**src/rtl/uart_tx_queue.sv**
```systemverilog
// uart_tx_queue: FIFO-buffered 16-bit word issuer for the uart TX side, with a fixed inter-word gap.
// Optional feature macro UART_TXQ_OVERFLOW_EN adds a sticky overflow flag (overflow/ovf_clr).
module uart_tx_queue #(
    parameter int unsigned DATA_W     = 16,
    parameter int unsigned DEPTH      = 16,
    parameter int unsigned GAP_CYCLES = 8700
) (
    input  logic                   clk,
    input  logic                   rst_n,
    input  logic                   wr_en,
    input  logic [DATA_W-1:0]      wr_data,
    output logic                   full,
    output logic                   empty,
    output logic [$clog2(DEPTH):0] count,
    output logic                   send_data,
    output logic [DATA_W-1:0]      tx_bits,
    input  logic                   tx_ready
`ifdef UART_TXQ_OVERFLOW_EN
    ,
    output logic                   overflow,
    input  logic                   ovf_clr
`endif
);

    localparam int unsigned PTR_W = $clog2(DEPTH);
    localparam int unsigned CNT_W = PTR_W + 1;
    localparam int unsigned GAP_W = (GAP_CYCLES > 1) ? $clog2(GAP_CYCLES) : 1;

    typedef enum logic [1:0] {
        S_IDLE  = 2'd0,
        S_ISSUE = 2'd1,
        S_WAIT  = 2'd2
    } state_t;

    state_t             state_q, state_d;
    logic [PTR_W-1:0]   rd_ptr_q, rd_ptr_d;
    logic [PTR_W-1:0]   wr_ptr_q, wr_ptr_d;
    logic [CNT_W-1:0]   count_q, count_d;
    logic [GAP_W-1:0]   gap_q, gap_d;
    logic [DATA_W-1:0]  tx_bits_q, tx_bits_d;
    logic               send_data_q, send_data_d;
    logic               full_q, full_d;
    logic               empty_q, empty_d;
    logic [DATA_W-1:0]  mem_q [DEPTH];
    logic [DATA_W-1:0]  mem_d [DEPTH];
    logic               pop;
    logic               push;
`ifdef UART_TXQ_OVERFLOW_EN
    logic               overflow_q, overflow_d;
`endif

    // Next-state: issue FSM, FIFO pointers/count and registered status flags
    always_comb begin
        state_d   = state_q;
        rd_ptr_d  = rd_ptr_q;
        wr_ptr_d  = wr_ptr_q;
        count_d   = count_q;
        gap_d     = gap_q;
        tx_bits_d = tx_bits_q;
        mem_d     = mem_q;
        pop       = 1'b0;
        push      = 1'b0;

        case (state_q)
            S_IDLE: begin
                if ((count_q != '0) && tx_ready) begin
                    pop       = 1'b1;
                    tx_bits_d = mem_q[rd_ptr_q];
                    rd_ptr_d  = rd_ptr_q + PTR_W'(1);
                    state_d   = S_ISSUE;
                end
            end
            S_ISSUE: begin
                gap_d   = GAP_W'(GAP_CYCLES - 1);
                state_d = S_WAIT;
            end
            S_WAIT: begin
                if (gap_q == '0) begin
                    state_d = S_IDLE;
                end else begin
                    gap_d = gap_q - GAP_W'(1);
                end
            end
            default: begin
                state_d = S_IDLE;
            end
        endcase

        // A pop in the same cycle frees the slot the push is about to take
        push = wr_en && (!full_q || pop);
        if (push) begin
            mem_d[wr_ptr_q] = wr_data;
            wr_ptr_d        = wr_ptr_q + PTR_W'(1);
        end

        if (push && !pop) begin
            count_d = count_q + CNT_W'(1);
        end else if (pop && !push) begin
            count_d = count_q - CNT_W'(1);
        end

        full_d      = (count_d == CNT_W'(DEPTH));
        empty_d     = (count_d == '0);
        send_data_d = (state_d == S_ISSUE);

`ifdef UART_TXQ_OVERFLOW_EN
        overflow_d = overflow_q;
        if (wr_en && !push) begin
            overflow_d = 1'b1;
        end else if (ovf_clr) begin
            overflow_d = 1'b0;
        end
`endif
    end

    // State registers with synchronous active-low reset; storage array is not reset
    always_ff @(posedge clk) begin
        if (!rst_n) begin
            state_q     <= S_IDLE;
            rd_ptr_q    <= '0;
            wr_ptr_q    <= '0;
            count_q     <= '0;
            gap_q       <= '0;
            tx_bits_q   <= '0;
            send_data_q <= 1'b0;
            full_q      <= 1'b0;
            empty_q     <= 1'b1;
`ifdef UART_TXQ_OVERFLOW_EN
            overflow_q  <= 1'b0;
`endif
        end else begin
            state_q     <= state_d;
            rd_ptr_q    <= rd_ptr_d;
            wr_ptr_q    <= wr_ptr_d;
            count_q     <= count_d;
            gap_q       <= gap_d;
            tx_bits_q   <= tx_bits_d;
            send_data_q <= send_data_d;
            full_q      <= full_d;
            empty_q     <= empty_d;
            mem_q       <= mem_d;
`ifdef UART_TXQ_OVERFLOW_EN
            overflow_q  <= overflow_d;
`endif
        end
    end

    assign full      = full_q;
    assign empty     = empty_q;
    assign count     = count_q;
    assign send_data = send_data_q;
    assign tx_bits   = tx_bits_q;
`ifdef UART_TXQ_OVERFLOW_EN
    assign overflow  = overflow_q;
`endif

endmodule

```
**config.mk**
```make
export PLATFORM = sky130hd
export DESIGN_NAME = uart_tx_queue
export DESIGN_NICKNAME = d
export VERILOG_FILES = /design/src/rtl/uart_tx_queue.sv
export SDC_FILE = /design/constraint.sdc
export NUM_CORES = 1
export LEC_CHECK = 0
export ABC_AREA = 1
export CORE_AREA = 2 2 143 145
export DETAILED_ROUTE_END_ITERATION = 16
export DIE_AREA = 0 0 145 147
export GPL_TIMING_DRIVEN = 1
export PLACE_DENSITY_LB_ADDON = 0.08
export SLEW_MARGIN = 0
export SYNTH_ARGS = -nofsm -noshare
export SYNTH_HDL_FRONTEND = slang
export SYNTH_SLANG_ARGS = --single-unit
```
**constraint.sdc**
```tcl
create_clock -name clk -period 5.6 [get_ports clk]
set_clock_uncertainty 0.1 [all_clocks]
set_input_delay 0.56 -clock clk [delete_from_list [all_inputs] [get_ports clk]]
set_output_delay 0.56 -clock clk [all_outputs]
set_load 0.02 [all_outputs]
```
==> results.py, run 1 <==
metrics = {
    "detailed_routing": {
        "drcViolationCount": 0,
        "vias_per_cell": 5.91,
        "post_drt_wl_per_cell_um": 21.5,
        "wl_met2_um": 14400,
        "drt_iter0_drc": 1013,
        "top_layer_used": "met4",
        "postRouteAntennaNets": 0,
        "wl_met1_um": 13000,
        "vias": 8464,
        "drtPass1Iterations": 5,
        "wl_met3_um": 2250,
        "wirelength_um": 30700,
    },
    "finish": {
        "diodes": 0,
        "fin_cells": 1432,
        "area_delta_synth_final_pct": 12.9,
        "layout.nets": 1168,
        "drive_gt1_frac": 0.0972,
        "multi_input_area_um2": 3480,
        "fillers": 1417,
        "register_area_um2": 8660,
        "layout.cells.most_common": "nor2_1",
        "final_cell_mix": "260 x nor2_1, 256 x edfxtp_1, 126 x o21ai_0, 75 x nand2_1, 67 x nand3_1",
    },
    "setup_path": {
        "cp.required_ps": 5950,
        "critical_path_peak_fanout": 69,
        "cp.arrival_ps": 3440,
        "r2r_cells": 9,
        "ff2ff_setup_slack_ps": 2510,
        "r2r_end": "tx_bits[5]",
        "start_kind": "flip-flop",
        "worst-setup-path-type": "reg -> reg",
        "end_kind": "flip-flop",
        "rr_startpoint": "rd_ptr_q[0]",
    },
    "yosys": {
        "synth_cell_types": 33,
        "synth_seq_cells": 304,
        "ys_seq_area_frac": 0.686,
        "syn_area_per_cell_um2": 11.3,
        "synth_top_flop_cell": "edfxtp_1",
        "syn_inst": 1114,
        "syn_area_um2": 12600,
        "synthArstFlopShare": 0,
        "synth_fp_nets": 1144,
        "synth-edff-count": 256,
        "yosys_warnings": 0,
    },
    "hold_path": {
        "min_path_cells": 2,
        "hold_class": "reg -> reg",
        "hp-start": "gap_q[7]",
        "hold_path_end": "gap_q[7]",
    },
    "flow_run": {
        "drv_cap": 0,
    },
    "sta": {
        "setup_ws_ps": 2510,
        "timing.final.hold_violations": 0,
        "tns_ps": 0,
        "grt_setup_unrepaired": "no",
        "max-slew-margin-rel": 0.144,
        "period_needed_ps": 3090,
        "min_period_over_period": 0.551,
        "tightestPinTransition_ps": 1280,
        "finalSetupViolations": 0,
        "maxSlewViolCount": 0,
        "fmax_mhz": 324,
    },
    "clocking": {
        "clkSlewWorstSetupHoldPaths_ps": 60,
        "hold_buffers": 0,
        "cts_buffer_depth": 3,
        "clock_latency_ps": 550,
        "numCtsBuffers": 30,
        "cts-htree-levels": 1,
        "cts_tree": "done",
        "post_cts_resized": 0,
        "cts_setup_buffers": 0,
        "cts_root_buffer": "clkbuf_16",
        "cts_sinks": 304,
    },
    "pwr": {
        "p_leak_nw": 4.92,
        "ir_drop_v": 0.000442,
        "finalPower_mw": 7.21,
        "power.density_nw_per_um2": 506,
    },
    "floorplanning": {
        "rows": 52,
        "die_area_um2": 21300,
        "pin_count": 44,
        "die_h_um": 147,
        "core_area_um2": 19800,
        "start_util": 0.636,
        "dieWidth_um": 145,
    },
    "grt": {
        "grt_first_pass_wirelength_um": 46700,
        "gr-total-overflow": 0,
        "grt_start_max_net_pins": 86,
        "antenna_found_initial": 1,
        "grt_util_all_layers": 0.291,
        "grt_pass1_vias": 7855,
    },
    "placement": {
        "portBuffers": 43,
        "dp_cells": 1376,
        "gp_congestion": 0.892,
        "hpwlAfterDp_um": 19300,
        "dp_slack_ps": 2310,
    },
    "outcome": {
        "status": "finished, final reports clean",
    },
}
## layout make-up
type | count | share of cell area
sequential | 304 | 0.608
multi-input combinational | 696 | 0.245
clock buffer | 41 | 0.0606
timing repair buffer | 53 | 0.0355
tap | 270 | 0.0237
inverter | 53 | 0.0144
clock inverter | 15 | 0.0132
## power by group
part           leakage [nW]  internal (mW)  switching [mW]  total (mW)
Combinational          1.70          0.736            1.52        2.25
Clock                 0.516           1.26           0.831        2.09
Sequential             2.70           2.62           0.241        2.86
Total                  4.92           4.62            2.59        7.21
## worst max-delay path, stage by stage (launching register included)
cell and delay, ps:
dfxtp_4 700, clkinv_2 390, buf_4 450, buf_4 360
o21ai_0 280, o211ai_1 210, nand3_1 190, nand3_1 110
nand2_1 100, inv_1 40
## how the worst max path moves through the flow
stage	from	to	cells past startpoint
after CTS	rd_ptr_q[0]	tx_bits[5]	9
final	rd_ptr_q[0]	tx_bits[5]	9
after detailed placement	tx_ready	mem_q[12]	9
after global routing	rd_ptr_q[0]	tx_bits[15]	9
after global placement	tx_ready	mem_q[12]	9
after floorplan	count[0]	mem_q[0]	11
## layer usage
metal | GRT usage | up-vias
li1 | - | 3983
met1 | 0.423 | 4029
met2 | 0.459 | 392
met3 | 0.0370 | 60
met4 | 0.110 | 0
met5 | 0 | -
## metrics by stage
step	utilization	instance area [µm²]	hold slack, ps
after floorplan	-	12600	368
after global routing	0.717	14200	422
after detailed placement	0.665	13200	389
final	0.717	14200	399
after global placement	0.665	13200	386
after CTS	0.717	14200	399
## sequential cells by signal (all words and copies together) (netlist names)
name / flops
gap_q: 14
state_q: 2
mem_q: 256
send_data: 1
rd_ptr_q: 4
count: 5
full: 1
wr_ptr_q: 4
empty: 1
tx_bits: 16
## Yosys cell counts, types with 2 or more instances
master / number / area [µm²]
nor2_1: 272 / 1020
edfxtp_1: 256 / 7690
o21ai_0: 126 / 631
nand2_1: 75 / 282
nand3_1: 67 / 335
o211ai_1: 64 / 480
dfxtp_1: 48 / 961
inv_1: 45 / 169
clkbuf_1: 23 / 86.3
a21oi_1: 17 / 85.1
buf_2: 17 / 85.1
o21ai_1: 17 / 85.1
buf_4: 10 / 75.1
ha_1: 10 / 125
a21oi_2: 6 / 52.6
buf_6: 6 / 67.6
inv_2: 6 / 22.5
nand4_1: 6 / 37.5
nor2_2: 6 / 37.5
xor2_1: 6 / 52.6
nand2_2: 5 / 31.3
nor3_1: 5 / 25.0
nand2_4: 4 / 45.0
clkbuf_2: 3 / 15.0
nand3_2: 3 / 30.0
buf_1: 2 / 7.51
nor2_4: 2 / 22.5
xnor2_1: 2 / 17.5
## kinds of logic after synthesis
group                    Yosys count  share of synthesized area
XOR/XNOR                           8                    0.00555
flip-flops                       304                      0.686
AND/OR/NAND/NOR                  446                      0.149
adder cells (fa/ha/maj)           10                    0.00992
buffers and inverters            114                     0.0428
AO/OA/AOI/OAI                    232                      0.107
(Power assumes the default switching activity.)
==> run 2: changes to the inputs <==
--- a/config.mk
+++ b/config.mk
@@ -6,9 +6,9 @@
 export NUM_CORES = 1
 export LEC_CHECK = 0
 export ABC_AREA = 1
-export CORE_AREA = 2 2 143 145
+export CORE_AREA = 2 2 155 157
 export DETAILED_ROUTE_END_ITERATION = 16
-export DIE_AREA = 0 0 145 147
+export DIE_AREA = 0 0 157 159
 export GPL_TIMING_DRIVEN = 1
 export PLACE_DENSITY_LB_ADDON = 0.08
 export SLEW_MARGIN = 0
==> constraint.sdc (replaced) <==
create_clock -name clk -period 2.7 [get_ports clk]
set_clock_uncertainty 0.1 [all_clocks]
set_input_delay 0.27 -clock clk [delete_from_list [all_inputs] [get_ports clk]]
set_output_delay 0.27 -clock clk [all_outputs]
set_load 0.02 [all_outputs]
==> run 2 against run 1 <==
  * Flip-flop and latch count unchanged
  * Worst hold slack worse by 33 ps
  * Global-route usage down 4.2 points
  * Via count down 0.52%
  * Critical endpoint is now mem_q[152]
  * Combinational power up 130%
  * Clock power up 97%
  * Register-to-register slack worse by 2100 ps
  * Utilization down 8.3 points
  * Non-clock buffer count up 36
  * Critical path type unchanged
  * Highest routed layer unchanged
  * First-iteration DRC count down 3.9%
  * Clock-buffer cell count down 2
==> results.py, run 2 (same netlist as run 1, synthesis figures left out) <==
metrics = {
    "sta": {
        "fmax_mhz": 429,
        "min_period_over_period": 0.863,
        "setup_ws_ps": 369,
        "timing.final.hold_violations": 0,
        "period_needed_ps": 2330,
        "tightestPinTransition_ps": 861,
        "grt_setup_unrepaired": "no",
        "finalSetupViolations": 0,
        "max-slew-margin-rel": 0.424,
        "hold_slack_ps": 366,
        "maxSlewViolCount": 0,
    },
    "finish": {
        "diodes": 0,
        "layout.nets": 1205,
        "layout.cells.most_common": "nor2_1",
        "regMostFlops": "mem_q",
        "drive_gt1_frac": 0.122,
        "fillers": 1811,
        "final_cell_mix": "260 x nor2_1, 256 x edfxtp_1, 126 x o21ai_0, 75 x nand2_1, 67 x nand3_1",
        "largest_reg_flops": 256,
        "area_delta_synth_final_pct": 16.6,
        "post-route-util": 0.634,
        "fin_cells": 1519,
    },
    "detailed_routing": {
        "wirelength_um": 30400,
        "drt_iter0_drc": 973,
        "drcViolationCount": 0,
        "vias_per_cell": 5.54,
        "post_drt_wl_per_cell_um": 20.0,
        "drtPass1Iterations": 7,
        "vias": 8420,
        "postRouteAntennaNets": 0,
    },
    "clocking": {
        "cts-htree-levels": 1,
        "cts_buffer_depth": 3,
        "clock_latency_ps": 570,
        "cts_tree": "done",
        "hold_buffers": 0,
        "cts_sinks": 304,
        "clkSlewWorstSetupHoldPaths_ps": 60,
        "numCtsBuffers": 31,
        "cts_root_buffer": "clkbuf_16",
        "cts_setup_buffers": 0,
        "post_cts_resized": 0,
    },
    "pwr": {
        "clockPowerShare": 0.276,
        "sw_frac_of_total": 0.357,
        "finalPower_mw": 14.9,
        "ir_drop_v": 0.000575,
        "p_int_mw": 9.59,
        "p_leak_nw": 5.13,
        "combPwrFrac": 0.342,
        "p_sw_mw": 5.32,
        "seqPwrFrac": 0.381,
        "power.density_nw_per_um2": 1010,
    },
    "grt": {
        "grt_pass1_vias": 8165,
        "grt_util_all_layers": 0.249,
        "grt_first_pass_wirelength_um": 47100,
        "antenna_found_initial": 0,
        "grt_start_max_net_pins": 56,
        "gr-total-overflow": 0,
    },
    "floorplanning": {
        "die_h_um": 159,
        "rows": 56,
        "die_area_um2": 25000,
        "pin_count": 44,
        "core_area_um2": 23200,
        "start_util": 0.544,
        "dieWidth_um": 157,
    },
    "setup_path": {
        "end_kind": "flip-flop",
        "start_kind": "flip-flop",
        "cp.arrival_ps": 2480,
        "r2r_end": "mem_q[152]",
        "worst-setup-path-type": "reg -> reg",
        "rr_startpoint": "count[0]",
        "cp.required_ps": 2840,
        "r2r_cells": 12,
        "ff2ff_setup_slack_ps": 370,
        "critical_path_peak_fanout": 16,
    },
    "placement": {
        "gp_congestion": 0.840,
        "hpwlAfterDp_um": 19600,
        "dp_cells": 1461,
        "portBuffers": 43,
        "dp_slack_ps": 282,
    },
    "flow_run": {
        "drv_cap": 0,
    },
    "hold_path": {
        "hp-start": "rst_n",
        "hold_path_end": "empty",
        "min_path_cells": 3,
        "hold_class": "in -> reg",
    },
    "outcome": {
        "status": "finished, final reports clean",
    },
}
## run 2: cell types whose count changed in the layout (fill, tap and decap cells not counted)
cell and change:
buf_12 +16, bufinv_16 -2, clkinv_4 -2, buf_4 +20, clkbuf_8 -3, clkbuf_1 +1
clkinv_1 +4, inv_16 +1, clkinv_2 +3
## run 2: area by class of cell
type / count / area, µm² / share of cell area
Inverter: 53 / 205 / 0.0140
Tap cell: 319 / 399 / 0.0271
Clock buffer: 39 / 826 / 0.0562
Timing Repair Buffer: 89 / 976 / 0.0664
Clock inverter: 19 / 160 / 0.0109
Multi-Input combinational cell: 696 / 3480 / 0.237
Sequential cell: 304 / 8660 / 0.589
## run 2: per-layer routing
metal,GRT usage,vias to the layer above,routed length [µm]
met2,0.389,297,14000
met3,0.0370,51,2020
met1,0.364,4013,13400
met4,0.0788,0,922
li1,-,4059,-
met5,0,-,0
## run 2: worst max-delay path by stage
stage / from / to / depth (start not counted)
finish: count[0] / mem_q[152] / 12
global route: count[0] / mem_q[152] / 12
CTS: count[0] / mem_q[156] / 12
detailed placement: tx_ready / mem_q[158] / 10
global placement: tx_ready / mem_q[150] / 10
floorplan: count[0] / mem_q[192] / 11
## run 2: worst max-delay path: stages (launching register included)
cell and delay, ps:
dfxtp_1 410, inv_1 110, ha_1 220, inv_1 60, nor2_1 50, nand2_4 100
nand2_4 80, nand2_1 80, nand2_2 120, nor2_2 140, nand2_1 170, nor2_2 120
buf_4 260
## run 2: metrics by stage
step                      area, µm²  setup TNS (ps)
after global placement        13700               0
after global routing          14700               0
after floorplan               12600          -21380
final                         14700               0
after CTS                     14700               0
after detailed placement      13700               0
## run 2: power groups by stage
| stage | Sequential (mW) | Combinational, mW | Clock (mW) |
|---|---|---|---|
| 6_report | 5.68 | 5.10 | 4.12 |
| 5_1_grt | 5.72 | 5.70 | 4.35 |
| 4_1_cts | 5.69 | 5.13 | 4.18 |
| 3_5_place_dp | 5.79 | 5.09 | 0 |
| 3_3_place_gp | 5.77 | 5.06 | 0 |
| 2_1_floorplan | 5.90 | 3.35 | 0 |
